<file path="config.mk">
export PLATFORM = sky130hd
export DESIGN_NAME = pipe_stage_reg
export DESIGN_NICKNAME = d
export VERILOG_FILES = /design/src/rtl/pipe_stage_reg.sv
export SDC_FILE = /design/constraint.sdc
export NUM_CORES = 1
export LEC_CHECK = 0
export CAP_MARGIN = 20
export CORE_MARGIN = 3
export CORE_UTILIZATION = 49
export DETAILED_ROUTE_END_ITERATION = 12
export PLACE_DENSITY = 0.8
export REMOVE_ABC_BUFFERS = 1
export SLEW_MARGIN = 20
export SYNTH_ARGS = -nofsm -noshare
export SYNTH_HDL_FRONTEND = slang
export SYNTH_SLANG_ARGS = --single-unit
</file>
<file path="constraint.sdc">
create_clock -name clk -period 2.5 [get_ports clk]
set_clock_uncertainty 0.2 [all_clocks]
set_input_delay 0.5 -clock clk [delete_from_list [all_inputs] [get_ports clk]]
set_output_delay 0.5 -clock clk [all_outputs]
set_load 0.01 [all_outputs]
</file>
<file path="src/rtl/pipe_stage_reg.sv">
// Generic inter-stage pipeline register: valid/ready handshake, optional 2-entry
// skid buffer, bubble control-clearing, flush, and a saturating stall counter.
module pipe_stage_reg #(
    parameter int DATA_W   = 64,
    parameter int CTRL_W   = 16,
    parameter int SKID     = 1,
    parameter int CLR_DATA = 0,
    parameter int CNT_W    = 32
) (
    input  logic              clk,
    input  logic              rst_n,
    input  logic              flush,
    input  logic              in_valid,
    output logic              in_ready,
    input  logic [DATA_W-1:0] in_data,
    input  logic [CTRL_W-1:0] in_ctrl,
    output logic              out_valid,
    input  logic              out_ready,
    output logic [DATA_W-1:0] out_data,
    output logic [CTRL_W-1:0] out_ctrl,
    output logic [1:0]        occupancy,
    output logic [CNT_W-1:0]  stall_cycles
);

    // Handshake: a transfer happens on a rising edge where valid & ready are both 1.
    // out_* is stable while out_valid & ~out_ready; in_ready never depends on in_valid.

    typedef enum logic [1:0] {
        EMPTY = 2'd0,
        ONE   = 2'd1,
        TWO   = 2'd2
    } state_t;

    state_t            state_q, state_d;
    logic [DATA_W-1:0] main_data_q, main_data_d, skid_data_q, skid_data_d;
    logic [CTRL_W-1:0] main_ctrl_q, main_ctrl_d, skid_ctrl_q, skid_ctrl_d;
    logic              in_ready_q;
    logic [CNT_W-1:0]  stall_q;
    logic              in_xfer, out_xfer;

    assign out_valid = (state_q != EMPTY);
    assign in_ready  = (SKID != 0) ? in_ready_q : (!out_valid || out_ready);
    assign in_xfer   = in_valid && in_ready;
    assign out_xfer  = out_valid && out_ready;

    // Bubbles never leak control bits; data is cleared too when CLR_DATA is set.
    assign out_ctrl     = out_valid ? main_ctrl_q : '0;
    assign out_data     = (CLR_DATA != 0 && !out_valid) ? '0 : main_data_q;
    assign occupancy    = state_q;
    assign stall_cycles = stall_q;

    always_comb begin
        state_d     = state_q;
        main_data_d = main_data_q;
        main_ctrl_d = main_ctrl_q;
        skid_data_d = skid_data_q;
        skid_ctrl_d = skid_ctrl_q;
        if (flush) begin
            state_d = EMPTY;
        end else begin
            case (state_q)
                EMPTY: begin
                    if (in_xfer) begin
                        state_d     = ONE;
                        main_data_d = in_data;
                        main_ctrl_d = in_ctrl;
                    end
                end
                ONE: begin
                    if (in_xfer && out_xfer) begin
                        main_data_d = in_data;
                        main_ctrl_d = in_ctrl;
                    end else if (in_xfer) begin
                        state_d     = TWO;
                        skid_data_d = in_data;
                        skid_ctrl_d = in_ctrl;
                    end else if (out_xfer) begin
                        state_d = EMPTY;
                    end
                end
                TWO: begin
                    if (out_xfer) begin
                        state_d     = ONE;
                        main_data_d = skid_data_q;
                        main_ctrl_d = skid_ctrl_q;
                    end
                end
                default: state_d = EMPTY;
            endcase
        end
    end

    always_ff @(posedge clk) begin
        if (!rst_n) begin
            state_q     <= EMPTY;
            main_data_q <= '0;
            main_ctrl_q <= '0;
            skid_data_q <= '0;
            skid_ctrl_q <= '0;
            in_ready_q  <= 1'b1;
        end else begin
            state_q     <= state_d;
            main_data_q <= main_data_d;
            main_ctrl_q <= main_ctrl_d;
            skid_data_q <= skid_data_d;
            skid_ctrl_q <= skid_ctrl_d;
            in_ready_q  <= (state_d != TWO);
        end
    end

    // Stall counter survives flush; only reset clears it.
    always_ff @(posedge clk) begin
        if (!rst_n) begin
            stall_q <= '0;
        end else if (out_valid && !out_ready && stall_q != {CNT_W{1'b1}}) begin
            stall_q <= stall_q + CNT_W'(1);
        end
    end

endmodule

</file>
* Word-level counts from Yosys, hierarchy flattened *
Cells that the tools add are included.

operators by class
  $add $sub $neg = 1
  equal/unequal tests = 7
  mux-type cells = 16
  bitwise operators = 2
  reductions and logical operators = 11

operators by type and width
  operator                                                                count
  64-bit 2-to-1 mux                                                       3
  64-bit one-hot mux with 3 select lines                                  1
  16-bit 2-to-1 mux                                                       4
  16-bit one-hot mux with 3 select lines                                  1
  32-bit by 1-bit adder with 32-bit output (second input constant)        1
  32-bit != test (second input constant)                                  1
  2-bit 2-to-1 mux                                                        6
  2-bit != test (second input constant)                                   4
  2-bit one-hot mux with 3 select lines                                   1
  1-bit logical AND                                                       5
  5-bit AND reduction                                                     1
  4-bit AND reduction                                                     1
  3-bit nonzero test                                                      1
  2-bit by 1-bit equality test with 1-bit output (second input constant)  1
  2-bit equality test (second input constant)                             1
  2-bit zero test                                                         1
  1-bit NOT                                                               2
  2-bit nonzero test                                                      1
  1-bit zero test                                                         1

storage, ports and cells
  register bits = 195
  logic and storage cells = 44

* Longest topological paths before layout *
  word-level depth = 8
  gate-level depth with buffers = 7
  gate-level depth less buffers = 6

* Least setup slack after synthesis *
OpenSTA, ideal clock, no wires.

  kind = register -> register
  start = register stall_q[0], in the netlist stall_cycles[0]
  end = register stall_q[30], in the netlist stall_cycles[30]
  arrival time = 1.898 ns
  slack = 0.332 ns
  stages on the path, launching flop included = 7
  buffers on the path = 0
  cell sequence = dfxtp_1 ha_1 nand2_1 nor4_1 nand4b_2 or4_1 a21oi_1

between the ends
  cells in the longest elaborated chain, start to end = 2

RTL lines
  what                                                                                              line  text
  from (decl)                                                                                       38    logic [CNT_W-1:0] stall_q;
  from (signal assigned)                                                                            116   stall_q <= stall_q + CNT_W'(1);
  parallel branches: the longest is 2 deep, another holds 32-bit by 1-bit adder with 32-bit output  -

Parallel ways; which one is timed is not known.
A chain may end at the register's enable or synchronous reset.

* Worst setup path after layout *
  start = register stall_q[14], in the netlist stall_cycles[14]
  end = register stall_q[14], in the netlist stall_cycles[14]

Same word-level chain as after synthesis.

==> flow_summary.ini <==
[route]
wl_met1_um = 9370
postRouteAntennaNets = 0
drt-pass1-iter-count = 5
wl_met2_um = 9870
vias = 7325
drc = 0
initialDrtViolationCount = 397
drt-vias-per-instance = 5.36
met3_length_um = 1640
drt_wl_total_um = 21000
top_layer_used = met4
drt-wirelength-per-cell_um = 15.4

[floorplanning]
ios = 201
fp.dieW_um = 134
die_area_mm2 = 0.0180
rows = 46
core-area_mm2 = 0.0160
die_h_um = 134
start_util_pct = 50.3

[clocking]
cts_tree = done
htree_levels = 4
cts.path.max_buffers = 2
clockRootBuffer = clkbuf_16
cts_hold_buf = 0
clk_pin_slew_ns = 0.07
clk_latency_ns = 0.42
clock-sinks = 195
cts_buffers = 17

[grt]
grt_usage_pct = 22.8
antenna_found_initial = 0
grt_pass1_wl_um = 33700
overflow = 0
grt_max_degree = 49
grt_pass1_vias = 6834

[worst_setup_path]
cp-start-kind = flop
worstPathRequired_ns = 2.61
critPathKind = flop to flop
timing.critical_path.from = stall_cycles[14]
critPathCaptureType = flop
reg2reg_setup_slack_ns = 0.1
crit_fanout = 7
rr_startpoint = stall_cycles[14]
worstPathArrival_ns = 2.51

[sta]
slew_headroom_pct = 70.1
setup_viol = 0
rsz0062_at_grt = false
hold_viol = 0
fmax_ghz = 0.417
min_period_over_period_pct = 96.0
drv_slew = 0
min_period_ns = 2.40
fin_tns_setup_ns = 0
worst_pin_slew_ns = 0.449
fin_hold_ws_ns = 0.253

[final_layout]
utilization_pct = 70.3
drive_above_1_share_pct = 8.34
area_growth_pct = 39.6
fin_nets = 1224
num_antenna_cells = 0
final_cell_count_no_fill = 1367

[placement]
placed_cells = 1334
port_buffers = 200
gp_congestion = 0.852
hpwl_um = 14200

[synthesis]
ys_seq_elements = 195
postSynthCellCount = 939
synth_edf_count = 0
yosysSeqAreaShare_pct = 48.5
yosysTopAreaCellShare_pct = 48.5
synth_area_mm2 = 0.00806
synth.most_common_cell = dfxtp_1
synthFlopType = dfxtp_1
netlist_top_cells_area = dfxtp_1 (48%), mux2i_1 (9.9%), nand2_1 (8.3%)
yosysTopAreaCell = dfxtp_1
async_reset_ff_share_pct = 0
ys_types = 47
yosys_warnings = 0
synth_common_cells = dfxtp_1 (195), nand2_1 (179), a21oi_1 (106)
synth.avg_cell_area_um2 = 8.58

[power_and_ir_drop]
power.total_uw = 6770
ir_worst_vdd_mv = 0.436
power.density_mw_per_mm2 = 602
leakage_uw = 0.00448

[hold_path]
hold_path.startpoint = skid_data_q[60]
hold_class = flop to flop

[status]
status = finished, final reports clean

[run]
cap_viol_max_count = 0
-- flip-flops by register name, summed over array words and instances (netlist names) --
signal / flops
out_data: 64
skid_data_q: 64
stall_cycles: 32
main_ctrl_q: 16
skid_ctrl_q: 16
occupancy: 2
in_ready: 1
-- per-layer routing --
layer / vias up / global-route usage [%]
met3: 12 / 6.60
li1: 3680 / -
met4: 0 / 5.49
met1: 3433 / 30.5
met5: - / 0
met2: 200 / 36.5
-- power by group --
group	internal (uW)	total, uW	switching, uW	leakage (uW)
combinational	408	739	331	0.00260
clock	1580	2760	1180	0.000289
sequential	3210	3270	60.3	0.00159
-- final cells by class --
cell class              instances  area [um2]
fillers                      1326        4760
multi-input cells             664        3860
repair buffers                249        2560
clock inverters                13         159
inverters                      11        46.3
flip-flops and latches        195        3910
clock buffers                  19         433
well taps                     216         270
-- stage by stage --
step / cell area [um2] / worst slack [ns]
4_1_cts: 11200 / 0.00302
3_5_place_dp: 10600 / -0.130
6_report: 11200 / 0.0996
3_3_place_gp: 10600 / -0.127
5_1_grt: 11200 / 0.00870
2_1_floorplan: 7780 / -4.70
-- repair_timing --
item                                    CTS  global route
endpoints found under the setup margin   17             7
setup buffers                             0             1
gates cloned                              0             0
gates resized for setup                  14             5
pin swaps                                 0             1
-- logic make-up after synthesis --
group	synth area share (%)
AND/OR/NAND/NOR	19.8
AO/OA/AOI/OAI	17.0
flip-flops	48.5
buffers and inverters	3.91
multiplexers	9.94
XOR/XNOR	0.652
adder cells (fa/ha/maj)	0.155
-- cell usage in the layout (no fill, tap or decap), types with 6 or more instances in the layout --
| cell | instances |
|---|---|
| clkdlybuf4s50_1 | 184 |
| o31ai_1 | 8 |
| o21ai_0 | 6 |
| nor2b_1 | 15 |
| or4_1 | 10 |
| dfxtp_1 | 194 |
| buf_12 | 16 |
| a21oi_1 | 105 |
| inv_1 | 10 |
| nand2_1 | 179 |
| o21ai_1 | 11 |
| buf_4 | 33 |
| mux2i_1 | 80 |
| nand3_1 | 14 |
| dlygate4sd2_1 | 12 |
| or3_1 | 17 |
| a211oi_1 | 80 |
| clkbuf_16 | 17 |
| nor2_1 | 92 |
-- final timing paths --
kind | to | cells past startpoint
setup / recovery | stall_cycles[14] | 6
hold / removal | skid_data_q[60] | 2
setup reg to reg | stall_cycles[14] | 6
hold reg to reg | skid_data_q[60] | 2
-- worst max-delay path, cell delays in order (launching register included) --
cell	delay, ns
dfxtp_1	0.48
nand4_4	0.15
or4_4	0.54
o311ai_2	0.46
buf_4	0.24
nor4_1	0.05
o21bai_1	0.17
Power figures use the tool's default switching activity.
